<file path="config.mk">
export PLATFORM = sky130hd
export DESIGN_NAME = wb_stream_writer_sched
export DESIGN_NICKNAME = d
export VERILOG_FILES = /design/src/rtl/wb_stream_writer_sched.sv
export SDC_FILE = /design/constraint.sdc
export NUM_CORES = 1
export LEC_CHECK = 0
export BUFFER_PORTS_ARGS = -buffer_cell sky130_fd_sc_hd__buf_2
export CORE_MARGIN = 2
export CORE_UTILIZATION = 45
export CTS_CLUSTER_DIAMETER = 30
export DETAILED_ROUTE_END_ITERATION = 6
export GPL_ROUTABILITY_DRIVEN = 0
export HOLD_SLACK_MARGIN = 0.1
export PLACE_DENSITY = 0.74
export SLEW_MARGIN = 20
export SYNTH_ARGS = -nofsm -noshare
export SYNTH_HDL_FRONTEND = slang
export SYNTH_SLANG_ARGS = --single-unit
</file>
<file path="constraint.sdc">
create_clock -name clk -period 3.3 [get_ports clk]
set_input_delay 0.33 -clock clk [delete_from_list [all_inputs] [get_ports clk]]
set_output_delay 0.33 -clock clk [all_outputs]
set_load 0.02 [all_outputs]
</file>
<file path="src/rtl/wb_stream_writer_sched.sv">
// Descriptor-driven scheduler for a Wishbone-configured stream writer.
// Each accepted descriptor is programmed into the writer as four single
// register writes (address, size, burst length, enable). The block then waits
// for the writer's completion interrupt, clears it with a fifth write, and
// emits a done pulse. Bus errors park the block in a sticky ERROR state until
// software clears it.
//
// Handshake: a descriptor is transferred on a rising clk edge where
// desc_valid_i && desc_ready_o; desc_adr_i/desc_size_i are captured on that
// edge. desc_valid_i may be asserted independently of desc_ready_o, and
// desc_ready_o never depends combinationally on desc_valid_i.
module wb_stream_writer_sched #(
  parameter int               WB_AW     = 32,
  parameter int               WB_DW     = 32,
  parameter logic [WB_AW-1:0] CFG_BASE  = '0,
  parameter int               BURST_LEN = 8
) (
  input  logic               clk,
  input  logic               rst,
  input  logic [WB_AW-1:0]   desc_adr_i,
  input  logic [WB_AW-1:0]   desc_size_i,
  input  logic               desc_valid_i,
  output logic               desc_ready_o,
  output logic [WB_AW-1:0]   wbm_adr_o,
  output logic [WB_DW-1:0]   wbm_dat_o,
  output logic [WB_DW/8-1:0] wbm_sel_o,
  output logic               wbm_we_o,
  output logic               wbm_cyc_o,
  output logic               wbm_stb_o,
  output logic [2:0]         wbm_cti_o,
  output logic [1:0]         wbm_bte_o,
  input  logic [WB_DW-1:0]   wbm_dat_i,
  input  logic               wbm_ack_i,
  input  logic               wbm_err_i,
  input  logic               wbm_rty_i,
  input  logic               writer_irq_i,
  output logic               busy_o,
  output logic               done_o,
  output logic [15:0]        done_cnt_o,
  output logic               err_o,
  input  logic               err_clr_i
);

  typedef enum logic [3:0] {
    IDLE, WR_ADR, WR_SIZE, WR_BURST, WR_EN, WAIT_IRQ, CLR_IRQ, DONE, ERROR
  } state_t;

  localparam logic [WB_AW-1:0] REG_CTRL  = CFG_BASE;
  localparam logic [WB_AW-1:0] REG_ADR   = CFG_BASE + WB_AW'(4);
  localparam logic [WB_AW-1:0] REG_SIZE  = CFG_BASE + WB_AW'(8);
  localparam logic [WB_AW-1:0] REG_BURST = CFG_BASE + WB_AW'(12);

  state_t             state_q, state_d;
  logic               accept;
  logic               bus_gap;
  logic               stb_d;
  logic [WB_AW-1:0]   adr_d;
  logic [WB_DW-1:0]   dat_d;
  logic [WB_AW-1:0]   desc_adr_q, desc_size_q;
  logic [WB_AW-1:0]   adr_lat, size_lat;
  logic [15:0]        done_cnt_q;
  logic               rd_data_unused;

  // Read data has no meaning for a write-only master.
  assign rd_data_unused = ^wbm_dat_i;

  // Only single classic-cycle writes are issued.
  assign wbm_cti_o = 3'b000;
  assign wbm_bte_o = 2'b00;

  assign desc_ready_o = (state_q == IDLE) && !err_o;
  assign accept       = desc_valid_i && desc_ready_o;
  assign done_cnt_o   = done_cnt_q;

  // The descriptor is used on the very cycle it is accepted, before the
  // latch has caught it, so look through to the inputs on that cycle.
  assign adr_lat  = accept ? desc_adr_i  : desc_adr_q;
  assign size_lat = accept ? desc_size_i : desc_size_q;

  function automatic logic is_write(input state_t s);
    return (s == WR_ADR) || (s == WR_SIZE) || (s == WR_BURST) ||
           (s == WR_EN)  || (s == CLR_IRQ);
  endfunction

  // State register.
  always_ff @(posedge clk) begin
    if (rst) state_q <= IDLE;
    else     state_q <= state_d;
  end

  // Next-state logic; bus_gap forces one idle bus cycle after ack or rty.
  always_comb begin
    state_d = state_q;
    bus_gap = 1'b0;
    case (state_q)
      IDLE: begin
        if (accept) state_d = (desc_size_i == '0) ? DONE : WR_ADR;
      end
      WR_ADR, WR_SIZE, WR_BURST, WR_EN, CLR_IRQ: begin
        if (wbm_stb_o) begin
          if (wbm_err_i) begin
            state_d = ERROR;
          end else if (wbm_rty_i) begin
            bus_gap = 1'b1;
          end else if (wbm_ack_i) begin
            bus_gap = 1'b1;
            case (state_q)
              WR_ADR:   state_d = WR_SIZE;
              WR_SIZE:  state_d = WR_BURST;
              WR_BURST: state_d = WR_EN;
              WR_EN:    state_d = WAIT_IRQ;
              default:  state_d = DONE;
            endcase
          end
        end
      end
      WAIT_IRQ: begin
        if (writer_irq_i) state_d = CLR_IRQ;
      end
      DONE: begin
        state_d = IDLE;
      end
      ERROR: begin
        if (err_clr_i) state_d = IDLE;
      end
      default: begin
        state_d = IDLE;
      end
    endcase
  end

  // Output decode: address/data of the write to present next cycle.
  always_comb begin
    stb_d = is_write(state_d) && !bus_gap;
    adr_d = '0;
    dat_d = '0;
    if (stb_d) begin
      case (state_d)
        WR_ADR:   begin adr_d = REG_ADR;   dat_d = WB_DW'(adr_lat);   end
        WR_SIZE:  begin adr_d = REG_SIZE;  dat_d = WB_DW'(size_lat);  end
        WR_BURST: begin adr_d = REG_BURST; dat_d = WB_DW'(BURST_LEN); end
        WR_EN:    begin adr_d = REG_CTRL;  dat_d = WB_DW'(1);         end
        default:  begin adr_d = REG_CTRL;  dat_d = WB_DW'(2);         end
      endcase
    end
  end

  // Descriptor latch, refreshed on every accepted handshake.
  always_ff @(posedge clk) begin
    if (rst) begin
      desc_adr_q  <= '0;
      desc_size_q <= '0;
    end else if (accept) begin
      desc_adr_q  <= desc_adr_i;
      desc_size_q <= desc_size_i;
    end
  end

  // Registered Wishbone master outputs.
  always_ff @(posedge clk) begin
    if (rst) begin
      wbm_cyc_o <= 1'b0;
      wbm_stb_o <= 1'b0;
      wbm_we_o  <= 1'b0;
      wbm_adr_o <= '0;
      wbm_dat_o <= '0;
      wbm_sel_o <= '0;
    end else begin
      wbm_cyc_o <= stb_d;
      wbm_stb_o <= stb_d;
      wbm_we_o  <= stb_d;
      wbm_adr_o <= adr_d;
      wbm_dat_o <= dat_d;
      wbm_sel_o <= {(WB_DW/8){stb_d}};
    end
  end

  // Registered status: busy, sticky error, done pulse and completion count.
  always_ff @(posedge clk) begin
    if (rst) begin
      busy_o     <= 1'b0;
      done_o     <= 1'b0;
      err_o      <= 1'b0;
      done_cnt_q <= '0;
    end else begin
      busy_o <= (state_d != IDLE) && (state_d != ERROR);
      err_o  <= (state_d == ERROR);
      done_o <= (state_q == DONE);
      if (state_q == DONE) done_cnt_q <= done_cnt_q + 16'd1;
    end
  end

endmodule
</file>
# After elaboration in Yosys (flattened, before gate mapping)
# Cells that the tools add are included.
[totals]
register_bits = 153
in_bits = 104
output_inout_bits = 96
wordCells = 62
[classes]
add_sub_neg = 1
n_eq_ne = 15
n_mux = 19
bitwise_logic = 1
reduce_logical = 15
[op_table]
columns = ["op", "count"]
rows = [
  ["$pmux 32 s4", 1],
  ["$mux 32", 2],
  ["$logic_not 32->1", 1],
  ["$mux 4", 7],
  ["$eq 4x3->1 const B", 6],
  ["$add 16x1->16 const B", 1],
  ["$eq 4x2->1 const B", 4],
  ["$pmux 4 s4", 1],
  ["$pmux 3 s4", 1],
  ["$pmux 4 s3", 1],
  ["$eq 4x1->1 const B", 2],
  ["$eq 4x4->1 const B", 2],
  ["$mux 1", 5],
  ["$reduce_or 5->1", 1],
  ["$logic_and 1x1->1", 4],
  ["$logic_not 4->1", 1],
  ["$logic_or 1x1->1", 4],
  ["$ne 4x4->1 const B", 1],
  ["$reduce_bool 4->1", 1],
  ["$mux 3", 1],
  ["$logic_not 1->1", 2],
  ["$reduce_or 2->1", 1],
  ["$not 1->1", 1],
]

# Longest topological paths before layout
# Gate-level depths: netlist (run 1).
[logic_depth]
ltp_word = 15
ltp_mapped = 10
depth_no_buf = 6

# Least setup slack after synthesis (run 1)
# Ideal clock, no wire load.
[synth_path]
path_kind = "flip-flop to flip-flop"
from = "register wbm_stb_o"
to = "register wbm_dat_o[10]"
t_arrival_ps = 2053
required_ps = 3212
slack_ps = 1158
stages_incl_launch_ff = 8
path_cell_list = "dfxtp_1 > nand3b_2 > or4_4 > a31oi_4 > and4_1 > o21ai_2 > buf_6 > a311oi_2"
[synth_via]
elab_chain_cells = 10
[synth_rtl]
columns = ["element", "line_no", "text"]
rows = [
  ["start: declaration", "29", "output logic wbm_stb_o,"],
  ["start signal: assignment", "170", "wbm_stb_o <= stb_d;"],
  ["$mux 4", "100", "if (wbm_stb_o) begin"],
  ["$pmux 4 s4", "95", "case (state_q)"],
  ["$eq 4x1->1 or $eq 4x2->1 (tied branches)", "81, 138", ""],
  ["$logic_or 1x1->1 (3 in a row)", "81", "return (s == WR_ADR) || (s == WR_SIZE) || (s == WR_BURST) ||"],
  ["$logic_or 1x1->1", "82", "(s == WR_EN) || (s == CLR_IRQ);"],
  ["$logic_and 1x1->1", "134", "stb_d = is_write(state_d) && !bus_gap;"],
  ["$not 1->1 (no source line)", "--", ""],
  ["$reduce_or 2->1 (no source line)", "--", ""],
  ["end signal: assignment", "173", "wbm_dat_o <= dat_d;"],
  ["end: declaration", "25", "output logic [WB_DW-1:0] wbm_dat_o,"],
]
# Several ways; a longest one is shown, not always the timed one.
# A chain may end at the register's enable or synchronous reset.

# Final worst setup path (run 1)
[layout_path]
from = "register wbm_stb_o"
to = "register wbm_dat_o[13]"
# The elaborated chain is that of the path after synthesis.

==> metrics, run 1 <==
Syn Inst Count 663; Post-synth EDFFs 0; Crit-path slowest cell dfxtp_1; vias per cell 5.353; clock root cell clkbuf_16; top cells by area, synth dfxtp_1 44%, nand2_1 9.1%, a21oi_1 8.8%; Die Wd 115.0 um; Post-CTS Resized 0; delay-heaviest family, CP compound AO/OA/AOI/OAI gates; layout cell share with drive strength beyond 1 28.11%; die height roughly 120 um; Seq/Total Area, Yosys roughly 44%; Layout area overhead 20.95%; ys async rst share 0%; Critical Path Source Type register; max cap viols 0; crit path kind register to register; WL per Instance 14.71 um; Max FO, Critical Path 18; Overflow after GRT 0; Total Routing Usage GR around a fifth; Slew headroom 35.80%; post-route cell area 6711 sq um; n_diodes 0; sinks on the clock net 122; met2 wire length 6384 um; vias 4,957; final setup TNS 0 ps; VDD IR max 389.6 uV; metal3 WL 820 um; register area approximately 2400 sq um; fillers 1,109; Cell Rows 40; f_max between 300 and 400 MHz; CP arrival 2830 ps; Nets 871; Clk Latency, worst-skew pair 420 ps; Post-Route WL 13,630 um; number of CTS-inserted buffers 17; Synth area leader dfxtp_1; IO buf count 132; Buf/Inv on CP 1; Area after DPL around 6000 sq um; Setup Buffers After CTS 0; Yosys warning count 0; area occupied by multi-input gates 2713 sq um; PwrDens approximately 830 nW/um^2; worst hold path type input pin to register; drt pass-1 iters 5; Clock Path Buffers 2; Starting DRT DRC Count 339; Yosys cell types 50; first-pass GRT wire length 20,960 um; Post-Layout Cell Count 926; Routed Antenna Nets 0; Worst Path Required 3630 ps; H-tree level count 4; Initial Util between 40% and 50%; status complete, no violations; most frequent cells in the layout 134 x nand2_1, 132 x buf_2, 122 x dfxtp_1; CP Capture Type register; Synth Cell Area ~5500 sq um; Pleak 0.002765 uW; ys flop type dfxtp_1; Placed Instances 894; worst path cell trace nand3b_2 > mux2i_1 > o31a_2 > a311oi_1 > o21ai_4 > buf_4 > a311oi_2; I/O pin cnt 200; final setup fails 0; fin crit period between 2000 and 3000 ps; leading cell type in the layout, fill and taps excluded nand2_1; initial antenna violation count 0; final hold violations 0; HPWL Detailed 8750 um; CTS tree built; RSZ-0062 raised after global routing no; Final Cycle Share 75.94%; pin count of the biggest net entering global routing 88; Slew @ Worst Pin 963.0 ps; Max Slew Vio Count 0; CORE AREA between 10,000 and 15,000 sq um; Clock Skew 9.317 ps; Yosys top cell area share 44.01%; Synth Register Bits 122; Util after Layout roughly 56%; vias in the first global route between 4,000 and 5,000; CTS Hold Buffers Added 0; CP peak stage delay 530 ps; Residual DRC 0; die area 13,240 sq um; Top Layer Used met4; syn_area_per_cell 8.370 sq um; Worst-path clk slew 50 ps; WL met1 6211 um
==> layer usage <==
metal / up-vias / track usage [%]
li1: 2449 / -
met1: 2330 / 27.31
met2: 161 / 32.27
met3: 17 / 4.481
met4: 0 / 8.112
met5: - / 0
==> report_power, final <==
group	switching, uW	internal [uW]
sequential	128	1730
clock	629	1260
combinational	1250	539
==> worst paths after layout <==
kind | start | end | slack (ps) | cells after the start
hold reg to reg | desc_adr_q[11] | desc_adr_q[11] | 450 | 2
setup reg to reg | wbm_stb_o | wbm_dat_o[13] | 790 | 7
hold / removal | desc_adr_i[16] | desc_adr_q[16] | 160 | 3
setup / recovery | wbm_stb_o | wbm_dat_o[13] | 790 | 7
==> tightest hold or removal path: cells and delay by family <==
kind | cells | cell delay (ps)
compound gates | 1 | 50
simple gates | 1 | 50
buf+inv | 1 | 100
==> cells in the mapped netlist, types with 3 or more instances <==
master    number
nor4_1         8
nand2_1      134
o21ai_0       33
buf_1          4
nand4_1        9
nor3_1         6
dfxtp_1      122
nor2b_1        6
nor2_1        26
a31oi_1        5
buf_2         10
a311oi_2      29
xor2_1        10
buf_4         43
nand3_1       35
xnor2_1        3
a21oi_1       98
mux2i_1        4
buf_6          3
clkbuf_1      35
==> cells by family after synthesis <==
family	count (synthesis)	synth area share [%]
other cells	1	0.06758
xor+xnor	13	2.052
mux	4	0.7216
simple gates	246	20.36
compound gates	179	22.46
buf+inv	97	10.10
flops	122	44.01
fa+ha+maj	1	0.2254
==> layout make-up <==
type / instances / share of cell area (%)
multi-input cells: 478 / 40.42
flip-flops and latches: 122 / 36.39
repair buffers: 145 / 11.30
clock buffers: 24 / 7.327
well taps: 147 / 2.740
clock inverters: 8 / 1.715
inverters: 2 / 0.1119
==> sequential cells by signal, summed over array words and instances (netlist names) <==
signal,cells
wbm_adr_o,2
wbm_dat_o,32
done_cnt_o,16
busy_o,1
desc_adr_q,32
desc_size_q,32
state_q,4
done_o,1
err_o,1
wbm_stb_o,1
==> per-stage QoR <==
step / hold slack [ps] / setup WS (ps) / power [uW]
after floorplan: 432.1 / 1158 / 3276
after global routing: 153.9 / 631.4 / 5829
final: 160.0 / 794.0 / 5539
after global placement: 439.6 / 739.2 / 3664
after detailed placement: 443.4 / 743.5 / 3684
after CTS: 145.9 / 781.3 / 5581
No activity file was read; power rests on OpenSTA's default activity.
==> run 2: changes to the inputs <==
Settings changed: PLACE_DENSITY 0.74 to 0.76.
Clock period 3.3 ns to 2.2 ns, I/O delays scaled along.
==> metrics, run 2 (synthesis results as in run 1) <==
CP Capture Point wbm_dat_o[31]; origin of the worst setup path desc_size_i[10]; Pleak around 0.0032 uW; Area after DPL around 6200 sq um; Crit-path slowest cell dlygate4sd3_1; layout cell share with drive strength beyond 1 28.51%; Post-Route WL 16,310 um; Reg2Reg Depth 8; Util after Layout a little under two thirds; leading cell type in the layout, fill and taps excluded nand2_1; Nets 955; vias per cell 5.377; Clk Latency, worst-skew pair 410 ps; Clock Path Buffers 2; worst hold path type input pin to register; Initial Util approximately 46%; status complete, but fails checks; Clock Skew 9.693 ps; Gate power share 37.6%; WL per Instance roughly 16 um; Layout area overhead 37.84%; final worst slack -34.81 ps; Worst-path clk slew 50 ps; Worst Path Required 2480 ps; Max Slew Vio Count 0; Max FO, Critical Path 5; fin crit period about 2200 ps; sinks on the clock net 122; VDD IR max 657.0 uV; Die Wd 115.0 um; Clk network pwr share 31.0%; I/O pin cnt 200; delay-heaviest family, CP buffers and inverters; CP Capture Type register; final hold violations 0; Starting DRT DRC Count 477; die height 115.0 um; Final Cycle Share 101.6%; Crit path depth 11; Slew @ Worst Pin 967.6 ps; final setup fails 23; CTS tree built; Sw Pwr 3252 uW; sw frac between 30% and 40%; Residual DRC 0; IO buf count 132; sequential power share 31.4%; drt pass-1 iters 6; pin count of the biggest net entering global routing 88; CP peak stage delay 550 ps; Overflow after GRT 0; Post-Layout Cell Count 1,011; clock root cell clkbuf_16; fillers 981; Routed Antenna Nets 0; worst path cell trace dlygate4sd3_1 > buf_2 > nor4_2 > buf_4 > nand4_1 > nor3_4 > a311oi_2 > o21ai_4 > buf_4 > clkbuf_16 > a311oi_2; Cell Rows 40; post-route cell area around 7600 sq um; PwrDens 1168 nW/um^2; failing checks setup timing; worst r2r src wbm_stb_o; CORE AREA 12,010 sq um; first-pass GRT wire length 24,740 um; max cap viols 0; top flop regs desc_adr_q x32, desc_size_q x32, wbm_dat_o x32; H-tree level count 4; vias 5,436; most frequent cells in the layout 134 x nand2_1, 132 x buf_2, 118 x dfxtp_1; Buf/Inv on CP 5; number of CTS-inserted buffers 17; R2R Setup Slk around 60 ps; vias in the first global route around 5,000; Critical Path Source Type input pin; Setup Slack @ Placement -3.441 ps; Fin Hold WS 122.7 ps; f_max 447.5 MHz; CP arrival ~2500 ps; crit path kind input pin to register; reg2reg end wbm_dat_o[26]; Internal Power 5682 uW; Slew headroom 35.50%; initial antenna violation count 0; HPWL Detailed approximately 9400 um; Placed Instances 903; die area 13,240 sq um; Total Routing Usage GR 23.87%
## run 2: cell count changes in the layout (fill, tap and decap cells not counted), sizes merged
cell	delta
dlygate4sd3	+63
buf	+19
clkbuf	+4
clkinv	-3
clkinvlp	+2
bufinv	-1
diode	+1
## run 2: layout make-up
class	count	area, sq um	share of cell area [%]
Multi-Input combinational cell	478	2743	35.86
Clock buffer	26	509.2	6.658
Sequential cell	122	2450	32.03
Tap cell	147	183.9	2.405
Clock inverter	6	85.08	1.112
Timing Repair Buffer	229	1668	21.81
Inverter	2	7.507	0.09815
Antenna cell	1	2.502	0.03272
## run 2: worst register-to-register path: cells and delay by family (launching register included)
kind                   cells  cell delay [ps]
AOI/OAI and AO/OA          3              490
buffers and inverters      2              320
DFF                        1              390
and+or+nand+nor            3              860
## run 2: timing repair
action,CTS,global route
endpoints found under the setup margin,26,34
buffers inserted,0,9
pin swaps,0,5
hold buffers,63,0
hold endpoints to repair,63,0
cloned,0,3
resized for setup,3,9
## run 2: metrics by stage
stage / TNS [ps] / power (uW)
final: -464.2 / 8934
after global routing: -2237 / 9367
after CTS: 0 / 8640
after detailed placement: -3.441 / 5763
after global placement: 0 / 5707
after floorplan: 0 / 4914
## run 2: how the worst min path moves through the flow
stage,slack (ps),to,depth (start not counted),from
after floorplan,360,desc_size_q[10],2,desc_size_i[10]
after global placement,440,desc_adr_q[13],2,desc_adr_q[13]
after detailed placement,440,desc_adr_q[6],2,desc_adr_q[6]
after CTS,100,desc_adr_q[1],3,desc_adr_i[1]
after global routing,120,desc_adr_q[1],3,desc_adr_i[1]
final,120,desc_adr_q[1],3,desc_adr_i[1]
## run 2: layer usage
| metal | vias to the layer above | global-route usage, % | part of all wire, % | wire, um |
|---|---|---|---|---|
| li1 | 2611 | - | - | - |
| met1 | 2575 | 28.86 | 42 | 6904 |
| met2 | 224 | 41.76 | 50 | 8145 |
| met3 | 26 | 5.693 | 6.4 | 1041 |
| met4 | 0 | 7.871 | 1.3 | 215 |
| met5 | - | 0 | 0 | 0 |
## run 2: power by group through the flow
stage / logic, uW / registers (uW) / clock network [uW]
after floorplan: 1920 / 2990 / 0
after global placement: 2890 / 2820 / 0
after detailed placement: 2940 / 2820 / 0
after CTS: 3060 / 2790 / 2800
after global routing: 3600 / 2840 / 2920
final: 3360 / 2800 / 2770
==> run 3: changes to the inputs <==
--- a/config.mk
+++ b/config.mk
@@ -6,12 +6,15 @@
 export NUM_CORES = 1
 export LEC_CHECK = 0
+export ABC_CLOCK_PERIOD_IN_PS = 2200
 export BUFFER_PORTS_ARGS = -buffer_cell sky130_fd_sc_hd__buf_2
+export CELL_PAD_IN_SITES_DETAIL_PLACEMENT = 1
+export CELL_PAD_IN_SITES_GLOBAL_PLACEMENT = 1
 export CORE_MARGIN = 2
-export CORE_UTILIZATION = 45
+export CORE_UTILIZATION = 32
 export CTS_CLUSTER_DIAMETER = 30
 export DETAILED_ROUTE_END_ITERATION = 6
 export GPL_ROUTABILITY_DRIVEN = 0
 export HOLD_SLACK_MARGIN = 0.1
-export PLACE_DENSITY = 0.76
+export PLACE_DENSITY_LB_ADDON = 0.1
 export SLEW_MARGIN = 20
 export SYNTH_ARGS = -nofsm -noshare
==> constraint.sdc (replaced) <==
create_clock -name clk -period 2.2 [get_ports clk]
set_input_delay 0.55 -clock clk [delete_from_list [all_inputs] [get_ports clk]]
set_output_delay 0.55 -clock clk [all_outputs]
set_load 0.02 [all_outputs]
==> metrics, run 3 (synthesis results as in run 1) <==
Initial Util 32.42%; Max Slew Vio Count 0; WL per Instance roughly 17 um; f_max around 470 MHz; drt pass-1 iters 5; Clk Latency, worst-skew pair 420 ps; PwrDens 1212 nW/um^2; Clk network pwr share 31.4%; Layout area overhead 31.32%; post-route cell area 7287 sq um; Sw Pwr 3317 uW; Gate power share 36.9%; fin crit period ~2100 ps; CORE AREA 17,120 sq um; Slew headroom between 30% and 40%; vias in the first global route about 5,200; Placed Instances slightly above 1,000; Worst Path Required 2470 ps; status complete, no violations; sw frac 37.54%; Starting DRT DRC Count between 150 and 200; final hold violations 0; Slew @ Worst Pin 996.0 ps; pin count of the biggest net entering global routing 88; clock root cell clkbuf_16; top flop regs desc_adr_q x32, desc_size_q x32, wbm_dat_o x32; leading cell type in the layout, fill and taps excluded nand2_1; CP Capture Type register; HPWL Detailed ~12,000 um; die height between 100 and 150 um; Nets 913; Pleak 0.002999 uW; Fin Hold WS roughly 380 ps; I/O pin cnt 200; max cap viols 0; Util after Layout 42.57%; layout cell share with drive strength beyond 1 33.13%; number of CTS-inserted buffers 17; Final Cycle Share 97.53%; CP arrival between 2000 and 2500 ps; CTS tree built; Critical Path Source Type input pin; Post-Layout Cell Count 1,047; Routed Antenna Nets 0; VDD IR max ~620 uV; first-pass GRT wire length 27,370 um; final setup TNS 0 ps; H-tree level count 4; Hold Path Depth 3; sinks on the clock net 122; Max FO, Critical Path 17; Residual DRC 0; Area after DPL 6625 sq um; Internal Power 5518 uW; Cell Rows between 40 and 50; final setup fails 0; most frequent cells in the layout 134 x nand2_1, 131 x buf_2, 120 x dfxtp_1; Clock Skew 7.429 ps; Die Wd 135.7 um; crit path kind input pin to register; initial antenna violation count 2; sequential power share 31.7%; vias 5,177; Overflow after GRT 0; IO buf count 132; die area around 18,000 sq um; Worst-path clk slew 60 ps; Post-Route WL 17,300 um; Reg2Reg Depth 7; Total Routing Usage GR 19.03%; vias per cell 4.945; Clock Path Buffers 2; RSZ-0062 raised after global routing no; worst hold path type input pin to register
[run 3: final timing paths]
check,startpoint,to,slack (ps)
max,desc_size_i[19],wbm_dat_o[18],50
min,desc_size_i[21],desc_size_q[21],380
max reg2reg,state_q[3],wbm_dat_o[27],80
min reg2reg,desc_adr_q[18],desc_adr_q[18],450
[run 3: cell type report]
class	count	area, sq um
well taps	225	281.5
repair buffers	187	1189
inverters	2	7.507
diodes	1	2.502
clock inverters	12	122.6
clock buffers	20	466.7
fillers	2146	9829
flip-flops and latches	122	2445
multi-input cells	478	2773
[run 3: timing repair]
item                                    4_1_cts  5_1_grt
buffers inserted                              0        1
endpoints found under the setup margin       23       34
hold buffers                                  0        0
gates resized for setup                       3        9
hold endpoints to repair                      0        0
pin swaps                                     0        1
[run 3: metal layers]
metal,track usage (%),vias up,routed length [um]
met3,3.891,13,673
met5,0,-,0
li1,-,2529,-
met1,24.97,2520,8139
met2,31.31,115,8268
met4,6.134,0,215
[run 3: power by group through the flow]
stage,Clock [uW],Combinational [uW],Sequential [uW]
final,2770,3260,2800
after floorplan,0,1920,2990
after detailed placement,0,3260,2840
after CTS,2830,3280,2800
after global placement,0,3210,2830
after global routing,2940,3550,2850
[run 3: through the flow]
| stage | setup WS (ps) | total power [uW] |
|---|---|---|
| 5_1_grt | 3.632 | 9337 |
| 2_1_floorplan | 37.15 | 4914 |
| 6_report | 54.26 | 8835 |
| 3_3_place_gp | -411.3 | 6038 |
| 3_5_place_dp | -443.9 | 6099 |
| 4_1_cts | 44.96 | 8910 |
[run 3: critical path: stages]
cell      delay (ps)
buf_2            110
nor4_1           440
nand4_1          220
buf_4            190
nor3_2           240
a311oi_2         100
o21ai_4          270
buf_12           220
a311oi_2          50
